$ cat src/rtl/issue_queue_pkg.sv
// Shared definitions for the issue queue and the reservation stations it feeds.
// Purpose : opcode constants, instruction field positions, the opcode class
//           type and small field-extraction helpers, so that every block
//           decodes instructions the same way.
// Ports   : none (package).
package issue_queue_pkg;

  // Default queue geometry
  localparam int IQ_DEPTH = 8;

  // Instruction word layout: [12:10] Rz, [9:7] Ry, [6:4] Rx, [3:0] opcode
  localparam int INST_W     = 16;
  localparam int OPCODE_W   = 4;
  localparam int OPCODE_LSB = 0;
  localparam int REG_W      = 3;
  localparam int RX_LSB     = 4;
  localparam int RY_LSB     = 7;
  localparam int RZ_LSB     = 10;

  // Opcodes understood by the reservation stations
  localparam logic [OPCODE_W-1:0] OP_ADD  = 4'b0000;
  localparam logic [OPCODE_W-1:0] OP_SUB  = 4'b0001;
  localparam logic [OPCODE_W-1:0] OP_ADDI = 4'b0100;
  localparam logic [OPCODE_W-1:0] OP_LD   = 4'b0010;
  localparam logic [OPCODE_W-1:0] OP_SD   = 4'b0011;

  // Which reservation station (if any) an opcode belongs to
  typedef enum logic [1:0] {
    CLASS_ADD     = 2'd0,
    CLASS_MEM     = 2'd1,
    CLASS_ILLEGAL = 2'd2
  } opclass_e;

  function automatic logic [OPCODE_W-1:0] getOpcode(input logic [INST_W-1:0] inst);
    return inst[OPCODE_LSB +: OPCODE_W];
  endfunction

  function automatic logic [REG_W-1:0] getRx(input logic [INST_W-1:0] inst);
    return inst[RX_LSB +: REG_W];
  endfunction

  function automatic logic [REG_W-1:0] getRy(input logic [INST_W-1:0] inst);
    return inst[RY_LSB +: REG_W];
  endfunction

  function automatic logic [REG_W-1:0] getRz(input logic [INST_W-1:0] inst);
    return inst[RZ_LSB +: REG_W];
  endfunction

  // Class lookup in one place so the decoder and any station agree
  function automatic opclass_e classifyOpcode(input logic [OPCODE_W-1:0] op);
    opclass_e cls;
    case (op)
      OP_ADD, OP_SUB, OP_ADDI: cls = CLASS_ADD;
      OP_LD, OP_SD:            cls = CLASS_MEM;
      default:                 cls = CLASS_ILLEGAL;
    endcase
    return cls;
  endfunction

endpackage

$ cat src/rtl/issue_queue_opclass_decode.sv
// Opcode class decoder for the issue queue head entry.
// Purpose : purely combinational; maps a 4-bit opcode onto exactly one of
//           the ADD, MEM or ILLEGAL classes.
// Ports   : i_opcode    - opcode field of the instruction
//           o_isAdd     - add/sub/addi, goes to the adder station
//           o_isMem     - ld/sd, goes to the load/store station
//           o_isIllegal - anything else, discarded by the queue
module opclass_decode
  import issue_queue_pkg::*;
(
  input  logic [OPCODE_W-1:0] i_opcode,
  output logic                o_isAdd,
  output logic                o_isMem,
  output logic                o_isIllegal
);

  opclass_e w_class;

  // Class selection is shared with the package so all users agree on it
  always_comb begin
    w_class     = classifyOpcode(i_opcode);
    o_isAdd     = 1'b0;
    o_isMem     = 1'b0;
    o_isIllegal = 1'b0;
    case (w_class)
      CLASS_ADD: o_isAdd     = 1'b1;
      CLASS_MEM: o_isMem     = 1'b1;
      default:   o_isIllegal = 1'b1;
    endcase
  end

endmodule

$ cat src/rtl/issue_queue.sv
// In-order instruction issue queue feeding an adder and a load/store
// reservation station.
// Purpose : circular FIFO of fetched instructions; each cycle the head entry
//           is either handed to its station (registered strobe), discarded
//           as illegal (registered pulse), or held until its station frees up.
// Ports   : i_clk, i_reset        - clock, synchronous active-high reset
//           i_instIn, i_instValid - enqueue request
//           o_instReady           - queue not full (registered count only)
//           i_disponivelAdd/Mem   - station has a free line
//           o_instruction         - last dispatched instruction
//           o_Adderin, o_LdSdin   - one-cycle capture strobes
//           o_illegalOp           - one-cycle pulse for a discarded head
//           o_count               - current occupancy
module issue_queue
  import issue_queue_pkg::*;
#(
  parameter int DEPTH = IQ_DEPTH
) (
  input  logic                     i_clk,
  input  logic                     i_reset,
  input  logic [INST_W-1:0]        i_instIn,
  input  logic                     i_instValid,
  output logic                     o_instReady,
  input  logic                     i_disponivelAdd,
  input  logic                     i_disponivelMem,
  output logic [INST_W-1:0]        o_instruction,
  output logic                     o_Adderin,
  output logic                     o_LdSdin,
  output logic                     o_illegalOp,
  output logic [$clog2(DEPTH):0]   o_count
);

  localparam int PTR_W = $clog2(DEPTH);
  localparam int CNT_W = PTR_W + 1;

  // DEPTH is a power of two, so pointers wrap by plain overflow
  logic [INST_W-1:0] r_mem [DEPTH];
  logic [PTR_W-1:0]  r_head;
  logic [PTR_W-1:0]  r_tail;
  logic [CNT_W-1:0]  r_count;
  logic [INST_W-1:0] r_instruction;
  logic              r_adderIn;
  logic              r_ldSdIn;
  logic              r_illegalOp;

  logic [INST_W-1:0] w_headInst;
  logic              w_isAdd;
  logic              w_isMem;
  logic              w_isIllegal;
  logic              w_notEmpty;
  logic              w_push;
  logic              w_dispAdd;
  logic              w_dispMem;
  logic              w_dropIllegal;
  logic              w_pop;

  assign w_headInst = r_mem[r_head];

  opclass_decode u_decode (
    .i_opcode    (getOpcode(w_headInst)),
    .o_isAdd     (w_isAdd),
    .o_isMem     (w_isMem),
    .o_isIllegal (w_isIllegal)
  );

  // Ready looks only at the registered count, so a pop in the same cycle
  // cannot make room for a push when the queue is full
  assign o_instReady = (r_count < CNT_W'(DEPTH));
  assign w_notEmpty  = (r_count != '0);
  assign w_push      = i_instValid & o_instReady;

  // Head decision: at most one outcome per cycle and only with a valid head.
  // A head whose station is busy blocks everything behind it.
  always_comb begin
    w_dispAdd     = 1'b0;
    w_dispMem     = 1'b0;
    w_dropIllegal = 1'b0;
    if (w_notEmpty) begin
      w_dispAdd     = w_isAdd & i_disponivelAdd;
      w_dispMem     = w_isMem & i_disponivelMem;
      w_dropIllegal = w_isIllegal;
    end
    w_pop = w_dispAdd | w_dispMem | w_dropIllegal;
  end

  // Storage is never cleared; entries outside head..tail are don't-care
  always_ff @(posedge i_clk) begin
    if (w_push) begin
      r_mem[r_tail] <= i_instIn;
    end
  end

  // Pointer and occupancy bookkeeping; reset wins over push and pop
  always_ff @(posedge i_clk) begin
    if (i_reset) begin
      r_head  <= '0;
      r_tail  <= '0;
      r_count <= '0;
    end else begin
      if (w_push) begin
        r_tail <= r_tail + PTR_W'(1);
      end
      if (w_pop) begin
        r_head <= r_head + PTR_W'(1);
      end
      case ({w_push, w_pop})
        2'b10:   r_count <= r_count + CNT_W'(1);
        2'b01:   r_count <= r_count - CNT_W'(1);
        default: r_count <= r_count;
      endcase
    end
  end

  // Registered dispatch outputs; strobes fall back to 0 every cycle and the
  // instruction bus keeps its value unless a station is being fed
  always_ff @(posedge i_clk) begin
    if (i_reset) begin
      r_instruction <= '0;
      r_adderIn     <= 1'b0;
      r_ldSdIn      <= 1'b0;
      r_illegalOp   <= 1'b0;
    end else begin
      r_adderIn   <= w_dispAdd;
      r_ldSdIn    <= w_dispMem;
      r_illegalOp <= w_dropIllegal;
      if (w_dispAdd || w_dispMem) begin
        r_instruction <= w_headInst;
      end
    end
  end

  assign o_instruction = r_instruction;
  assign o_Adderin     = r_adderIn;
  assign o_LdSdin      = r_ldSdIn;
  assign o_illegalOp   = r_illegalOp;
  assign o_count       = r_count;

endmodule

$ cat config.mk
export PLATFORM = sky130hd
export DESIGN_NAME = issue_queue
export DESIGN_NICKNAME = d
export VERILOG_FILES = /design/src/rtl/issue_queue_pkg.sv /design/src/rtl/issue_queue_opclass_decode.sv /design/src/rtl/issue_queue.sv
export SDC_FILE = /design/constraint.sdc
export NUM_CORES = 1
export LEC_CHECK = 0
export CAP_MARGIN = 5
export CORE_MARGIN = 3
export CORE_UTILIZATION = 30
export DETAILED_ROUTE_END_ITERATION = 16
export PLACE_DENSITY = 0.53
export SYNTH_ARGS = -nofsm -noshare
export SYNTH_HDL_FRONTEND = slang
export SYNTH_SLANG_ARGS = --single-unit
export TNS_END_PERCENT = 50
$ cat constraint.sdc
create_clock -name i_clk -period 6.9 [get_ports i_clk]
set_input_delay 1.035 -clock i_clk [delete_from_list [all_inputs] [get_ports i_clk]]
set_output_delay 1.035 -clock i_clk [all_outputs]
set_load 0.02 [all_outputs]
==> run_results.csv, run 1 <==
group,metric,value,unit
global_routing,grt_max_degree,33,
clock_tree,root_buffer,"clkbuf_16",
clock_tree,insertion_delay,0.41,ns
global_routing,grt_pass1_vias,3170,
synth,synth_cells,329,
setup_path,r2r-end,"o_count[3]",
pwr,finalPower,2.70,mW
detailed_routing,wl_per_cell,17.7,microns
place,gp_congestion,0.711,
detailed_routing,via_per_inst,4.51,
synth,yosysSeqAreaShare,72.0,%
min_path,hp-start,"o_instruction[1]",
detailed_routing,drt_pass1_iterations,4,
setup_path,cp_data_required_time,7.24,ns
synth,ys_seq_elements,160,
timing,period_share,60.8,%
clock_tree,holdBufCountCts,0,
detailed_routing,routed_wl,11.8,mm
detailed_routing,vias,3016,
cells_and_area,mostFrequentLayoutCells,"edfxtp_1, clkdlybuf4s50_1, nor2_1, dfxtp_1, mux4_2",
floorplan,ios,45,
global_routing,grt-ovfl-total,0,
timing,relSlewSlack,26.5,%
clock_tree,clk_pin_slew,0.06,ns
clock_tree,cts.htree.levels,4,
global_routing,grt_pass1_wl,18.2,mm
min_path,hold_path_depth,2,
floorplan,std_cell_rows,52,
synth,netlist_area,6230,sq um
clock_tree,clock-sinks,160,
setup_path,worstSetupEndpointType,"register",
synth,yosys.area_share.simple,4.10,%
timing,final_max_slew_viol_count,0,
run_status,status,"complete, no violations",
pwr,leakagePower,2.55,nW
floorplan,dieArea,22500,sq um
timing,clock.fmax,239,MHz
setup_path,crit_arrival,4.53,ns
floorplan,initial_utilization,30.7,%
synth,synth-compound-area-share,2.49,%
pwr,ir_drop,0.153,mV
timing,timing.final.ws_setup,2.71,ns
clock_tree,cts_tree,"built",
global_routing,grt_usage,11.1,%
min_path,hold_end,"o_instruction[1]",
setup_path,r2r_setup_slack,2.71,ns
synth,synth_flop_cell,"edfxtp_1",
floorplan,die_w,150,microns
detailed_routing,ant_nets,0,
timing,finClkSkew,0.00841,ns
detailed_routing,first_iter_violations,189,
place,port_buffers,44,
cells_and_area,num_antenna_cells,0,
floorplan,die_h,150,microns
detailed_routing,drc,0,
global_routing,antenna_found_initial,0,
synth,synth_top_family_by_area,"multiplexers",
place,pre_cts_ws,2.59,ns
synth,syn_area_per_cell,18.9,sq um
cells_and_area,area_delta_synth_final,21.6,%
setup_path,crit_fanout,32,
pwr,power_density,356,nW/um^2
setup_path,worstSetupStartpointType,"register",
timing,finalHoldViolations,0,
synth,yosysWarnings,0,
timing,period_needed,4.19,ns
clock_tree,cts_setup_buffers,0,
cells_and_area,fillers,1908,
cells_and_area,final_common_cell,"edfxtp_1",
clock_tree,cts_made_buffers,17,
setup_path,reg2reg_depth,13,
clock_tree,clk_path_buf_depth,2,
timing,finalSetupTns,0,ns
timing,setup_viol,0,
min_path,hp-class,"reg -> reg",
timing,tightest_slew,1.10,ns
clock_tree,cts_resized,0,
synth,synth_fp_nets,356,
synth,synth_mux_area_share,17.2,%
timing,rsz0062_at_grt,"false",
synth,synthXorXnorAreaFrac,0.703,%
synth,synth_edf_count,128,
cells_and_area,nets,412,
cells_and_area,drive_gt1_share,22.1,%
setup_path,critPathKind,"reg -> reg",
floorplan,placeableCoreArea,20300,sq um
synth,synth.distinct_cells,42,
place,place_hpwl,6.93,mm
flow_run,cap_violations,0,
synth,synth-async-reset-ratio,0,%
synth,synth_fa_ha_area_share,1.33,%
==> synth_stat cells, types with 2 or more instances <==
master	number	area share (%)
nor3_1	2	0.16
mux4_1	8	3.4
nand2_1	6	0.36
mux4_2	24	8.7
edfxtp_1	128	62
nor2_1	30	1.8
clkbuf_1	9	0.54
buf_6	3	0.54
nand2b_1	3	0.30
ha_1	5	1.0
and3_1	3	0.30
dfxtp_1	32	10
xnor2_1	2	0.28
mux2i_1	15	2.4
xor2_1	3	0.42
a21o_1	2	0.24
mux2_2	14	2.5
a21oi_1	6	0.48
and2_1	2	0.20
inv_1	9	0.54
buf_2	2	0.16
==> state kept, by name, indices dropped and copies added, names as in the netlist, named ones only <==
name           flops
r_tail             3
o_instruction     16
o_count            4
o_illegalOp        1
r_head             3
o_Adderin          1
r_mem            128
o_LdSdin           1
==> routing by layer <==
| layer | global-route usage (%) | wire [microns] |
|---|---|---|
| met4 | 3.98 | 153 |
| met3 | 2.97 | 399 |
| met2 | 18.8 | 5910 |
| met1 | 13.8 | 5330 |
| met5 | 0 | 0 |
==> metrics by stage <==
stage	area (sq um)	cells	hold WS [ns]	util, %
2_1_floorplan	6230	329	0.469	-
3_3_place_gp	6990	636	0.465	34.4
3_5_place_dp	6990	636	0.462	34.4
4_1_cts	7570	668	0.471	37.3
5_1_grt	7570	668	0.503	37.3
6_report	7570	668	0.469	37.3
==> power by group <==
part	switching, mW	internal [mW]	total (mW)
registers	0.0789	1.13	1.21
clock network	0.366	0.545	0.911
logic	0.277	0.304	0.581
==> cell families (layout without fill, tap and decap cells) <==
kind of cell | count (synthesis) | in the layout
AOI/OAI and AO/OA | 19 | 19
xor gates and xnor gates | 5 | 5
adders and majority gates | 6 | 6
buffers and inverters | 24 | 93
DFF | 160 | 160
muxes | 62 | 62
and+or+nand+nor | 53 | 53
==> critical path: stages, from the launching register on <==
cell and delay [ns]:
dfxtp_2 0.89, mux4_2 0.41, mux2_4 0.31, nor3b_4 0.17, o21ai_4 0.66, and2_1 0.25
inv_1 0.05, ha_1 0.20, ha_1 0.28, a21o_1 0.18, a21oi_1 0.17, xnor2_1 0.09
or3_1 0.30, a21oi_1 0.14
==> worst max-delay path by stage <==
stage / endpoint / startpoint
after CTS: o_count[3] / register
final: o_count[3] / register
after global routing: o_count[3] / register
after global placement: o_count[3] / register
after floorplan: o_count[3] / register
after detailed placement: o_count[3] / register
==> area by class of cell <==
| cell class | instances | area, sq um | share of cell area [%] |
|---|---|---|---|
| Timing Repair Buffer | 52 | 500 | 6.61 |
| Inverter | 9 | 33.8 | 0.446 |
| Sequential cell | 160 | 4490 | 59.2 |
| Clock buffer | 20 | 447 | 5.90 |
| Clock inverter | 12 | 135 | 1.78 |
| Tap cell | 270 | 338 | 4.46 |
| Multi-Input combinational cell | 145 | 1630 | 21.6 |
Power figures use the tool's default switching activity.
==> run 2, diff against run 1 <==
==> constraint.sdc (replaced) <==
create_clock -name i_clk -period 4.2 [get_ports i_clk]
set_input_delay 0.63 -clock i_clk [delete_from_list [all_inputs] [get_ports i_clk]]
set_output_delay 0.63 -clock i_clk [all_outputs]
set_load 0.02 [all_outputs]
==> run 2 against run 1 <==
  * Setup slack worse by 2.1 ns
  * First-iteration DRC count decreased by 15%
  * Routed wire length up 3.4%
  * Sequential power rose by 61%
  * Die area unchanged
  * Sequential cell count did not move
  * Critical path depth shrank 1
==> run_results.csv, run 2 (synthesized netlist as in run 1, its figures left out) <==
group,metric,value,unit
detailed_routing,first_iter_violations,161,
timing,timing.final.ws_setup,0.623,ns
min_path,hp-class,"reg -> reg",
clock_tree,cts_resized,0,
floorplan,die_h,150,microns
global_routing,grt_pass1_vias,3210,
detailed_routing,ant_nets,0,
timing,tightest_slew,0.606,ns
clock_tree,cts_made_buffers,17,
detailed_routing,vias,3088,
cells_and_area,num_antenna_cells,0,
timing,relSlewSlack,59.4,%
pwr,p_seq_share,43.7,%
clock_tree,clk_path_buf_depth,2,
cells_and_area,regMostFlops,"r_mem",
detailed_routing,via_per_inst,4.57,
setup_path,slowest_delay,0.60,ns
timing,clock.fmax,280,MHz
detailed_routing,drc,0,
floorplan,initial_utilization,30.7,%
pwr,swShare,26.3,%
timing,finalSetupTns,0,ns
cells_and_area,mostFrequentLayoutCells,"edfxtp_1, clkdlybuf4s50_1, dfxtp_1, nor2_1, mux4_2",
setup_path,worstSetupEndpointType,"register",
setup_path,slowest_stage,"mux4_1",
clock_tree,clk_pin_slew,0.06,ns
timing,period_needed,3.58,ns
cells_and_area,largest_reg_flops,128,
flow_run,cap_violations,0,
clock_tree,cts.htree.levels,4,
min_path,hold_path_depth,2,
clock_tree,cts_tree,"built",
floorplan,ios,45,
place,place_hpwl,7.39,mm
place,gp_congestion,0.735,
setup_path,critPathKind,"reg -> reg",
cells_and_area,post-route-util,37.5,%
detailed_routing,routed_wl,12.2,mm
min_path,hp-start,"o_instruction[1]",
floorplan,die_w,150,microns
pwr,p_int,3.28,mW
clock_tree,cts_setup_buffers,0,
pwr,pwr-share-clk,33.7,%
setup_path,worstSetupStartpointType,"register",
timing,final_max_slew_viol_count,0,
clock_tree,holdBufCountCts,0,
setup_path,crit_fanout,10,
pwr,leakagePower,2.57,nW
setup_path,cp_data_required_time,4.55,ns
cells_and_area,fillers,1894,
cells_and_area,drive_gt1_share,22.5,%
setup_path,r2r_setup_slack,0.62,ns
floorplan,std_cell_rows,52,
cells_and_area,nets,419,
global_routing,antenna_found_initial,0,
global_routing,grt_pass1_wl,18.8,mm
setup_path,crit_arrival,3.92,ns
timing,finalHoldViolations,0,
timing,finClkSkew,0.00827,ns
timing,setup_viol,0,
clock_tree,clock-sinks,160,
min_path,hold_end,"o_instruction[1]",
clock_tree,insertion_delay,0.42,ns
place,pre_cts_ws,0.627,ns
clock_tree,root_buffer,"clkbuf_16",
setup_path,r2r-end,"o_count[3]",
setup_path,path_cells,"mux4_1 > mux2i_1 > a21bo_2 > and2_1 > inv_1 > ha_1 > ha_1 > a21o_1 > a21oi_1 > xnor2_1 > or3_1 > a21oi_1",
floorplan,dieArea,22500,sq um
setup_path,crit_buf_inv,1,
setup_path,cp_top_family,"multiplexers",
detailed_routing,drt_pass1_iterations,4,
pwr,p_comb_share,22.6,%
setup_path,reg2reg_depth,12,
cells_and_area,instances_no_fill,675,
global_routing,grt_max_degree,27,
global_routing,grt_usage,11.5,%
pwr,ir_drop,0.272,mV
timing,rsz0062_at_grt,"false",
floorplan,placeableCoreArea,20300,sq um
place,dp_cells,643,
detailed_routing,wl_per_cell,18.1,microns
place,port_buffers,44,
timing,period_share,85.2,%
pwr,power_switching,1.17,mW
cells_and_area,final_common_cell,"edfxtp_1",
timing,worst_hold_slack,0.461,ns
pwr,power_density,586,nW/um^2
run_status,status,"complete, no violations",
global_routing,grt-ovfl-total,0,
cells_and_area,area_delta_synth_final,22.2,%
==> run 2: how the worst max path moves through the flow <==
stage,start,end,slack [ns],depth (start not counted)
global placement,register,o_count[3],0.72,12
detailed placement,register,o_count[3],0.63,12
global route,register,o_count[3],0.37,12
CTS,register,o_count[3],0.61,12
floorplan,register,o_count[3],0.98,14
finish,register,o_count[3],0.62,12
==> run 2: layer usage <==
metal	vias to the layer above	GRT usage [%]	wire length [microns]
li1	1418	-	-
met4	0	3.98	184
met1	1604	14.8	5630
met3	15	3.60	444
met5	-	0	0
met2	51	18.6	5930
==> run 2: per-stage QoR <==
stage               total power, mW  instance area [sq um]
floorplan                      2.71                   6230
global placement               2.99                   7030
detailed placement             3.01                   7030
CTS                            4.51                   7610
global route                   4.68                   7610
finish                         4.46                   7610
==> run 2: cell type report <==
cell class / count / area, sq um / area share [%]
clock buffers: 18 / 429 / 5.64
clock inverters: 14 / 148 / 1.94
inverters: 9 / 33.8 / 0.444
multi-input cells: 145 / 1620 / 21.3
flip-flops and latches: 160 / 4490 / 59.0
well taps: 270 / 338 / 4.44
repair buffers: 59 / 553 / 7.27
==> run 2: worst reg2reg max path, cell delays in order (launching register included) <==
cell and delay [ns]:
dfxtp_2 0.52, mux4_1 0.60, mux2i_1 0.48, a21bo_2 0.31
and2_1 0.17, inv_1 0.05, ha_1 0.21, ha_1 0.28
a21o_1 0.17, a21oi_1 0.17, xnor2_1 0.10, or3_1 0.31
a21oi_1 0.14
==> run 2: power by group through the flow <==
stage	Clock (mW)	Combinational [mW]	Sequential [mW]
finish	1.50	1.01	1.95
global route	1.61	1.11	1.96
CTS	1.53	1.03	1.95
detailed placement	0	1.03	1.98
global placement	0	1.01	1.97
floorplan	0	0.721	1.99
